[src/rtl/cache_pkg.sv]
// Shared definitions for the D-cache refill path: FSM state codes, block
// geometry and the word-index helper used to walk a block in wrap order.
package cache_pkg;

    localparam int BLOCK_WORDS = 8;
    localparam int OFFSET_W    = 3;
    localparam int TAG_BASE_W  = 12;
    localparam int ISSUE_W     = 4;

    localparam logic [1:0] IDLE = 2'd0;
    localparam logic [1:0] FILL = 2'd1;
    localparam logic [1:0] DONE = 2'd2;

    // Word indices wrap modulo the block size.
    localparam logic [OFFSET_W-1:0] WORD_IDX_MASK = 3'b111;
    localparam logic [OFFSET_W-1:0] LAST_WORD     = 3'd7;
    localparam logic [ISSUE_W-1:0]  LAST_ISSUE    = 4'd7;

    // Index of the cnt-th word of a block walked from word start.
    function automatic logic [OFFSET_W-1:0] wordIndex(
        input logic [OFFSET_W-1:0] start,
        input logic [OFFSET_W-1:0] cnt
    );
        wordIndex = (start + cnt) & WORD_IDX_MASK;
    endfunction

endpackage

[src/rtl/fill_counter.sv]
// Small up-counter with synchronous active-low reset, synchronous clear,
// count enable and a flag that is high while the count equals TERM.
module fill_counter #(
    parameter int             W    = 3,
    parameter logic [W-1:0]   TERM = '1
) (
    input  logic         clk,
    input  logic         rst,
    input  logic         clr,
    input  logic         en,
    output logic [W-1:0] count,
    output logic         term
);

    // Count enabled events; clear restarts the count for a new block.
    always_ff @(posedge clk) begin
        if (!rst) begin
            count <= '0;
        end else if (clr) begin
            count <= '0;
        end else if (en) begin
            count <= count + 1'b1;
        end
    end

    assign term = (count == TERM);

endmodule

[src/rtl/dcache_fill_fsm.sv]
// D-cache miss refill controller. Accepts a miss in IDLE, issues eight
// pipelined word reads for the 16-byte victim block, steers every returning
// word into the data array and finishes with a single tag write.
//
// Optional feature macro: FILL_CRITICAL_WORD_FIRST_EN
//   defined   -> requests and writes start at the missing word and wrap
//   undefined -> requests and writes always run word 0..7
//
// Memory handshake: mem_req/memory_address form a fire-and-forget request,
// one word per cycle with no ready signal; memory_data_valid marks a word
// returned in request order, again with no backpressure. Only valids seen in
// FILL are consumed; anything arriving in IDLE or DONE is dropped.
module dcache_fill_fsm
    import cache_pkg::*;
(
    input  logic        clk,
    input  logic        rst,
    input  logic        miss_detected,
    input  logic [15:0] miss_address,
    output logic        fsm_busy,
    output logic        mem_req,
    output logic [15:0] memory_address,
    input  logic        memory_data_valid,
    input  logic [15:0] memory_data,
    output logic        write_data_array,
    output logic [15:0] fill_data,
    output logic [2:0]  word_offset,
    output logic        write_tag_array,
    output logic        fill_done,
    output logic [1:0]  fsm_state
);

    logic [1:0]            state;
    logic [1:0]            nextState;
    logic [TAG_BASE_W-1:0] blockBase;
    logic [ISSUE_W-1:0]    issueCnt;
    logic                  issueLast;
    logic [OFFSET_W-1:0]   recvCnt;
    logic                  recvLast;
    logic                  accept;
    logic                  issueEn;
    logic [OFFSET_W-1:0]   firstIdx;
    logic [OFFSET_W-1:0]   nextIssueIdx;
    logic [OFFSET_W-1:0]   recvIdx;
    logic                  unusedBits;

    assign accept  = (state == IDLE) && miss_detected;
    assign issueEn = (state == FILL) && mem_req;

`ifdef FILL_CRITICAL_WORD_FIRST_EN
    logic [OFFSET_W-1:0] startWord;

    // Remember which word missed so both request and write order start there.
    always_ff @(posedge clk) begin
        if (!rst) begin
            startWord <= '0;
        end else if (accept) begin
            startWord <= miss_address[3:1];
        end
    end

    assign firstIdx     = miss_address[3:1];
    assign nextIssueIdx = wordIndex(startWord, issueCnt[OFFSET_W-1:0] + 3'd1);
    assign recvIdx      = wordIndex(startWord, recvCnt);
`else
    assign firstIdx     = '0;
    assign nextIssueIdx = issueCnt[OFFSET_W-1:0] + 3'd1;
    assign recvIdx      = recvCnt;
`endif

    // Byte-select bit and the issue counter's top bit are not needed here.
    assign unusedBits = ^{miss_address[3:0], issueCnt[ISSUE_W-1]};

    fill_counter #(
        .W    (ISSUE_W),
        .TERM (LAST_ISSUE)
    ) issueCounter (
        .clk   (clk),
        .rst   (rst),
        .clr   (accept),
        .en    (issueEn),
        .count (issueCnt),
        .term  (issueLast)
    );

    fill_counter #(
        .W    (OFFSET_W),
        .TERM (LAST_WORD)
    ) recvCounter (
        .clk   (clk),
        .rst   (rst),
        .clr   (accept),
        .en    (write_data_array),
        .count (recvCnt),
        .term  (recvLast)
    );

    // Next-state selection: accept a miss, finish on the last word, one DONE cycle.
    always_comb begin
        nextState = state;
        case (state)
            IDLE:    if (miss_detected) nextState = FILL;
            FILL:    if (write_tag_array) nextState = DONE;
            DONE:    nextState = IDLE;
            default: nextState = IDLE;
        endcase
    end

    // State, block base and the registered request/busy outputs.
    always_ff @(posedge clk) begin
        if (!rst) begin
            state          <= IDLE;
            blockBase      <= '0;
            mem_req        <= 1'b0;
            memory_address <= '0;
            fsm_busy       <= 1'b0;
        end else begin
            state <= nextState;
            if (accept) begin
                blockBase      <= miss_address[15:4];
                mem_req        <= 1'b1;
                memory_address <= {miss_address[15:4], firstIdx, 1'b0};
                fsm_busy       <= 1'b1;
            end else if (state != FILL) begin
                mem_req        <= 1'b0;
                memory_address <= '0;
                if (state == DONE) begin
                    fsm_busy <= 1'b0;
                end
            end else if (issueEn) begin
                mem_req        <= !issueLast;
                memory_address <= issueLast ? '0 : {blockBase, nextIssueIdx, 1'b0};
            end
        end
    end

    // Write path is combinational so each word lands in the cycle it returns.
    assign write_data_array = rst && (state == FILL) && memory_data_valid;
    assign word_offset      = write_data_array ? recvIdx : '0;
    assign fill_data        = write_data_array ? memory_data : '0;
    assign write_tag_array  = write_data_array && recvLast;
    assign fill_done        = write_tag_array;
    assign fsm_state        = state;

endmodule

[config.mk]
export PLATFORM = sky130hd
export DESIGN_NAME = dcache_fill_fsm
export DESIGN_NICKNAME = d
export VERILOG_FILES = /design/src/rtl/cache_pkg.sv /design/src/rtl/fill_counter.sv /design/src/rtl/dcache_fill_fsm.sv
export SDC_FILE = /design/constraint.sdc
export NUM_CORES = 1
export LEC_CHECK = 0
export CORE_ASPECT_RATIO = 0.9
export CORE_MARGIN = 2
export CORE_UTILIZATION = 41
export DETAILED_ROUTE_END_ITERATION = 10
export PLACE_DENSITY = 0.8
export RECOVER_POWER = 25
export SKIP_CTS_REPAIR_TIMING = 1
export SYNTH_ARGS = -nofsm -noshare
export SYNTH_HDL_FRONTEND = slang
export SYNTH_SLANG_ARGS = --single-unit
[constraint.sdc]
create_clock -name clk -period 1.7 [get_ports clk]
set_input_delay 0.17 -clock clk [delete_from_list [all_inputs] [get_ports clk]]
set_output_delay 0.17 -clock clk [all_outputs]
set_load 0.01 [all_outputs]
==> results_dict.tcl, run 1 <==
set metrics [dict create \
    status "completed" \
    synth_cells 199 \
    skew_ns 0.00645 \
    synth_fa_ha_area_share_pct 2.21 \
    r2r-start "fsm_state[1]" \
    die-area_um2 4680 \
    gr-total-overflow 0 \
    ant_nets 0 \
    place.detailed.hpwl_um 3030 \
    period_needed_ns 1.65 \
    crit_path_start "fsm_state[1]" \
    placed_area_um2 2500 \
    grtUsageTotal_pct 17.5 \
    use_met2_pct 29.7 \
    fin_nets 316 \
    clockBufferDepth 2 \
    syn_area_per_cell_um2 8.54 \
    num_rows 22 \
    wl_um 4330 \
    crit_required_ns 1.53 \
    synth-compound-area-share_pct 17.6 \
    ys_ff_latch 38 \
    synth_fp_nets 238 \
    layout_common_cells "50 x clkdlybuf4s50_1, 45 x nand2_1, 37 x dfxtp_1" \
    drtIter0Drc 58 \
    stdcell_area_um2 2670 \
    vias_per_cell 5.07 \
    synthSimpleGateAreaFrac_pct 25.6 \
    layout_commonest_cell "clkdlybuf4s50_1" \
    area_growth_pct 57.0 \
    critPathLaunchType "flip-flop" \
    synth.cell_area_um2 1700 \
    die_h_um 65.1 \
    path_class "reg2out" \
    powerDensity_nw_per_um2 710 \
    arrival_ns 1.48 \
    async_reset_ff_share_pct 0 \
    clock_sinks 38 \
    muxShareOfSynthArea_pct 1.18 \
    ir_worst_vdd_uv 594 \
    p_leak_nw 1.35 \
    synth_edf_count 0 \
    setup_viol_count_final 0 \
    core_area_um2 4020 \
    initial_core_util_pct 42.3 \
    cts_tree "yes" \
    wl_per_cell_um 13.3 \
    place_congestion 0.777 \
    cts_root_buf "clkbuf_8" \
    hp-start "memory_address[10]" \
    antenna_found_initial 0 \
    globalRoute.busiestLayer "met2" \
    ys_warn_count 0 \
    min_path_type "reg2reg" \
    path_max_fanout 11 \
    dp_worst_setup_slack_ns -0.196 \
    grt_util_met3_pct 3.42 \
    finalWorstSetupSlack_ns 0.0471 \
    grt_use_met1_pct 21.7 \
    drive_gt1_share_pct 9.39 \
    cts_made_buffers 5 \
    grt_max_degree 24 \
    drc 0 \
    htreeDepth 2 \
    grt_pass1_vias 1414 \
    cts.clk_slew.worst_paths_ns 0.07 \
    die-width_um 71.9 \
    n_antenna_cell 0 \
    synth_xor_area_share_pct 1.55 \
    io_pins 78 \
    grt_pass1_wl_um 6490 \
    critPathCaptureType "output pin" \
    final_max_slew_viol_count 0 \
    port-buffer-count 72 \
    first_pass_iters 4 \
    yosysSeqAreaShare_pct 44.8 \
    yosysUniqueCellTypes 36 \
    clk_latency_ns 0.29 \
    period_share_pct 97.2 \
    total_power_mw 1.89 \
    hold_violations 0 \
    max_freq_mhz 605 \
    synth_top_family_by_area "simple AND/OR/NAND/NOR gates" \
    drv_cap 0 \
    ys.flop_type "dfxtp_1" \
    vias 1648 \
]
[layout make-up]
| class | count | area [µm²] |
|---|---|---|
| clock buffers | 6 | 72.6 |
| clock inverters | 1 | 7.51 |
| fillers | 333 | 1350 |
| inverters | 3 | 11.3 |
| multi-input cells | 142 | 823 |
| flip-flops and latches | 38 | 762 |
| well taps | 48 | 60.1 |
| repair buffers | 87 | 931 |
[kinds of logic after synthesis]
| logic type | count (synthesis) |
|---|---|
| buffers and inverters | 19 |
| other | 1 |
| and+or+nand+nor | 86 |
| adders and majority gates | 3 |
| AOI/OAI and AO/OA | 47 |
| DFF | 38 |
| muxes | 2 |
| xor gates and xnor gates | 3 |
[report_power, final]
group / switching (mW) / internal, mW / leakage (nW)
combinational: 0.149 / 0.198 / 1.01
clock: 0.307 / 0.281 / 0.0373
sequential: 0.0248 / 0.935 / 0.311
[per-stage QoR]
step	instances	utilization, %	hold WS, ns	TNS, ns
after floorplan	199	-	0.306	0
after global placement	316	62.1	0.438	-3.36
after detailed placement	316	62.1	0.440	-3.67
after CTS	323	64.1	0.449	-3.89
after global routing	325	66.4	0.470	-0.0378
final	325	66.4	0.446	0
[worst max-delay path, cell delays in order (launching register included)]
cell,delay [ns]
dfxtp_2,0.32
and4b_2,0.32
buf_4,0.14
clkbuf_16,0.14
and2_1,0.13
dlymetal6s2s_1,0.16
[per-layer routing]
layer	routed length, µm	part of all wire (%)
met2	2140	50
met5	0	0
met3	205	4.7
met1	1920	44
met4	57	1.3
[worst paths after layout]
path                            slack (ns)                     to  cells past startpoint
worst min register to register        0.45     memory_address[10]                      2
worst max-delay path                  0.05          fill_data[10]                      5
worst max register to register        0.31  issueCounter.count[3]                      4
worst min-delay path                  0.45     memory_address[10]                      2
[flip-flops by register name (all words and copies together), names as in the netlist]
name                flops
fsm_state               2
recvCounter.count       3
memory_address         15
mem_req                 1
fsm_busy                1
issueCounter.count      4
blockBase              12
[cells in the mapped netlist (all sizes together), types with 2 or more instances]
cell type	n	area share, %
nand3b	2	0.88
a32oi	11	5.7
clkbuf	3	0.74
mux2i	2	1.2
or3	2	0.74
buf	13	5.4
nor2	6	1.3
and2	21	7.7
xnor2	3	1.5
nand3	3	0.88
ha	3	2.2
nand2	45	9.9
o21ai	13	3.8
inv	3	0.66
dfxtp	38	45
a21oi	16	4.7
Note: power is estimated with default switching activity, not from simulation.
==> inputs of run 2 (changes only) <==
--- a/config.mk
+++ b/config.mk
@@ -11,7 +11,6 @@
 export DETAILED_ROUTE_END_ITERATION = 10
 export PLACE_DENSITY = 0.8
 export RECOVER_POWER = 25
-export SKIP_CTS_REPAIR_TIMING = 1
 export SYNTH_ARGS = -nofsm -noshare
 export SYNTH_HDL_FRONTEND = slang
 export SYNTH_SLANG_ARGS = --single-unit
==> results_dict.tcl, run 2 (synthesized netlist as in run 1, its figures left out) <==
set metrics [dict create \
    clk_latency_ns 0.29 \
    cts.clk_slew.worst_paths_ns 0.07 \
    final_core_utilization_pct 63.3 \
    critPathCaptureType "output pin" \
    htreeDepth 2 \
    setup_viol_count_final 0 \
    initial_core_util_pct 42.3 \
    drv_cap 0 \
    cts_tree "yes" \
    grt_pass1_vias 1414 \
    largest_reg_flops 15 \
    clockBufferDepth 2 \
    grtUsageTotal_pct 17.5 \
    min_path_type "reg2reg" \
    clock_sinks 38 \
    hold_violations 0 \
    grt_max_degree 24 \
    first_pass_iters 4 \
    cts_made_buffers 5 \
    layout_commonest_cell "nand2_1" \
    max_freq_mhz 612 \
    ir_worst_vdd_uv 594 \
    period_needed_ns 1.63 \
    p_leak_nw 1.07 \
    n_fill_cell 361 \
    powerDensity_nw_per_um2 736 \
    drc 0 \
    ant_nets 0 \
    core_area_um2 4020 \
    dp_worst_setup_slack_ns -0.196 \
    die-width_um 71.9 \
    grt_pass1_wl_um 6490 \
    crit_required_ns 1.53 \
    vias 1619 \
    port-buffer-count 72 \
    path_max_fanout 3 \
    n_antenna_cell 0 \
    holdWs_ns 0.442 \
    cts_root_buf "clkbuf_8" \
    gr-total-overflow 0 \
    arrival_ns 1.46 \
    die-area_um2 4680 \
    skew_ns 0.00625 \
    layout_common_cells "45 x nand2_1, 39 x clkdlybuf4s50_1, 38 x dfxtp_1" \
    path_class "reg2out" \
    critPathLaunchType "flip-flop" \
    finalWorstSetupSlack_ns 0.0672 \
    total_power_mw 1.87 \
    die_h_um 65.1 \
    area_growth_pct 49.6 \
    antenna_found_initial 0 \
    period_share_pct 96.0 \
    r2r_setup_slack_ns 0.22 \
    io_pins 78 \
    wl_per_cell_um 12.7 \
    fin_nets 314 \
    place_congestion 0.777 \
    place.detailed.hpwl_um 3030 \
    num_rows 22 \
    rsz0062_at_grt "false" \
    largest_register "memory_address" \
    biggestRegsByFlops "memory_address: 15 flops, blockBase: 12 flops, issueCounter.count: 4 flops" \
    status "completed" \
    final_max_slew_viol_count 0 \
    drive_gt1_share_pct 7.27 \
    drtIter0Drc 56 \
    wl_um 4100 \
    vias_per_cell 5.01 \
]
## run 2: cell count changes in the layout (fill, tap and decap cells not counted), sizes merged, moves of 2 or more
cell	delta
dlygate4sd3	+11
dlymetal6s2s	-22
clkbuf	+2
clkdlybuf4s50	-11
buf	-4
dlygate4sd2	+21
## run 2: final cells by class
class / count / area (µm²) / area share (%)
clock buffers: 6 / 72.6 / 2.85
well taps: 48 / 60.1 / 2.36
repair buffers: 85 / 808 / 31.8
multi-input cells: 142 / 822 / 32.3
clock inverters: 1 / 7.51 / 0.295
inverters: 3 / 11.3 / 0.443
flip-flops and latches: 38 / 761 / 29.9
## run 2: repair_timing
action                                  4_1_cts  5_1_grt
resized for setup                            22        1
gates cloned                                  0        0
buffers inserted                              0        0
hold buffers                                  0        0
endpoints found under the setup margin       22        1
## run 2: report_power, final
group          switching, mW  internal (mW)  total, mW
Clock                  0.305          0.281      0.586
Combinational          0.145          0.180      0.326
Sequential            0.0241          0.935      0.959
Total                  0.474           1.40       1.87
## run 2: stage by stage
| stage | setup TNS, ns | std cells | instance area [µm²] |
|---|---|---|---|
| floorplan | 0 | 199 | 1700 |
| global route | 0 | 323 | 2540 |
| finish | 0 | 323 | 2540 |
| CTS | 0 | 323 | 2550 |
| detailed placement | -3.67 | 316 | 2500 |
| global placement | -3.36 | 316 | 2500 |
## run 2: path summary, 6_finish.rpt
path	depth (start not counted)	start	end
worst max-delay path	4	recvCounter.count[0]	fill_done
worst min-delay path	2	memory_address[10]	memory_address[10]
worst max register to register	5	fsm_state[0]	memory_address[14]
worst min register to register	2	memory_address[10]	memory_address[10]
## run 2: layer usage
layer / up-vias / share of wire [%] / track usage [%]
li1: 830 / - / -
met1: 750 / 44 / 21.7
met2: 35 / 49 / 29.7
met3: 4 / 4.6 / 3.42
met4: 0 / 1.4 / 7.08
met5: - / 0 / 0
## run 2: critical path: stages (launching register included)
cell and delay (ns):
dfxtp_1 0.34, ha_1 0.20, ha_1 0.18, and2_1 0.16
dlygate4sd2_1 0.29
==> inputs of run 3 (changes only) <==
--- a/config.mk
+++ b/config.mk
@@ -11,6 +11,7 @@
 export DETAILED_ROUTE_END_ITERATION = 10
 export PLACE_DENSITY = 0.8
 export RECOVER_POWER = 25
+export SKIP_CTS_REPAIR_TIMING = 1
 export SYNTH_ARGS = -nofsm -noshare
 export SYNTH_HDL_FRONTEND = slang
 export SYNTH_SLANG_ARGS = --single-unit
==> results of run 3 <==
No change in the layout: final DEF, timing and power equal those of run 1.
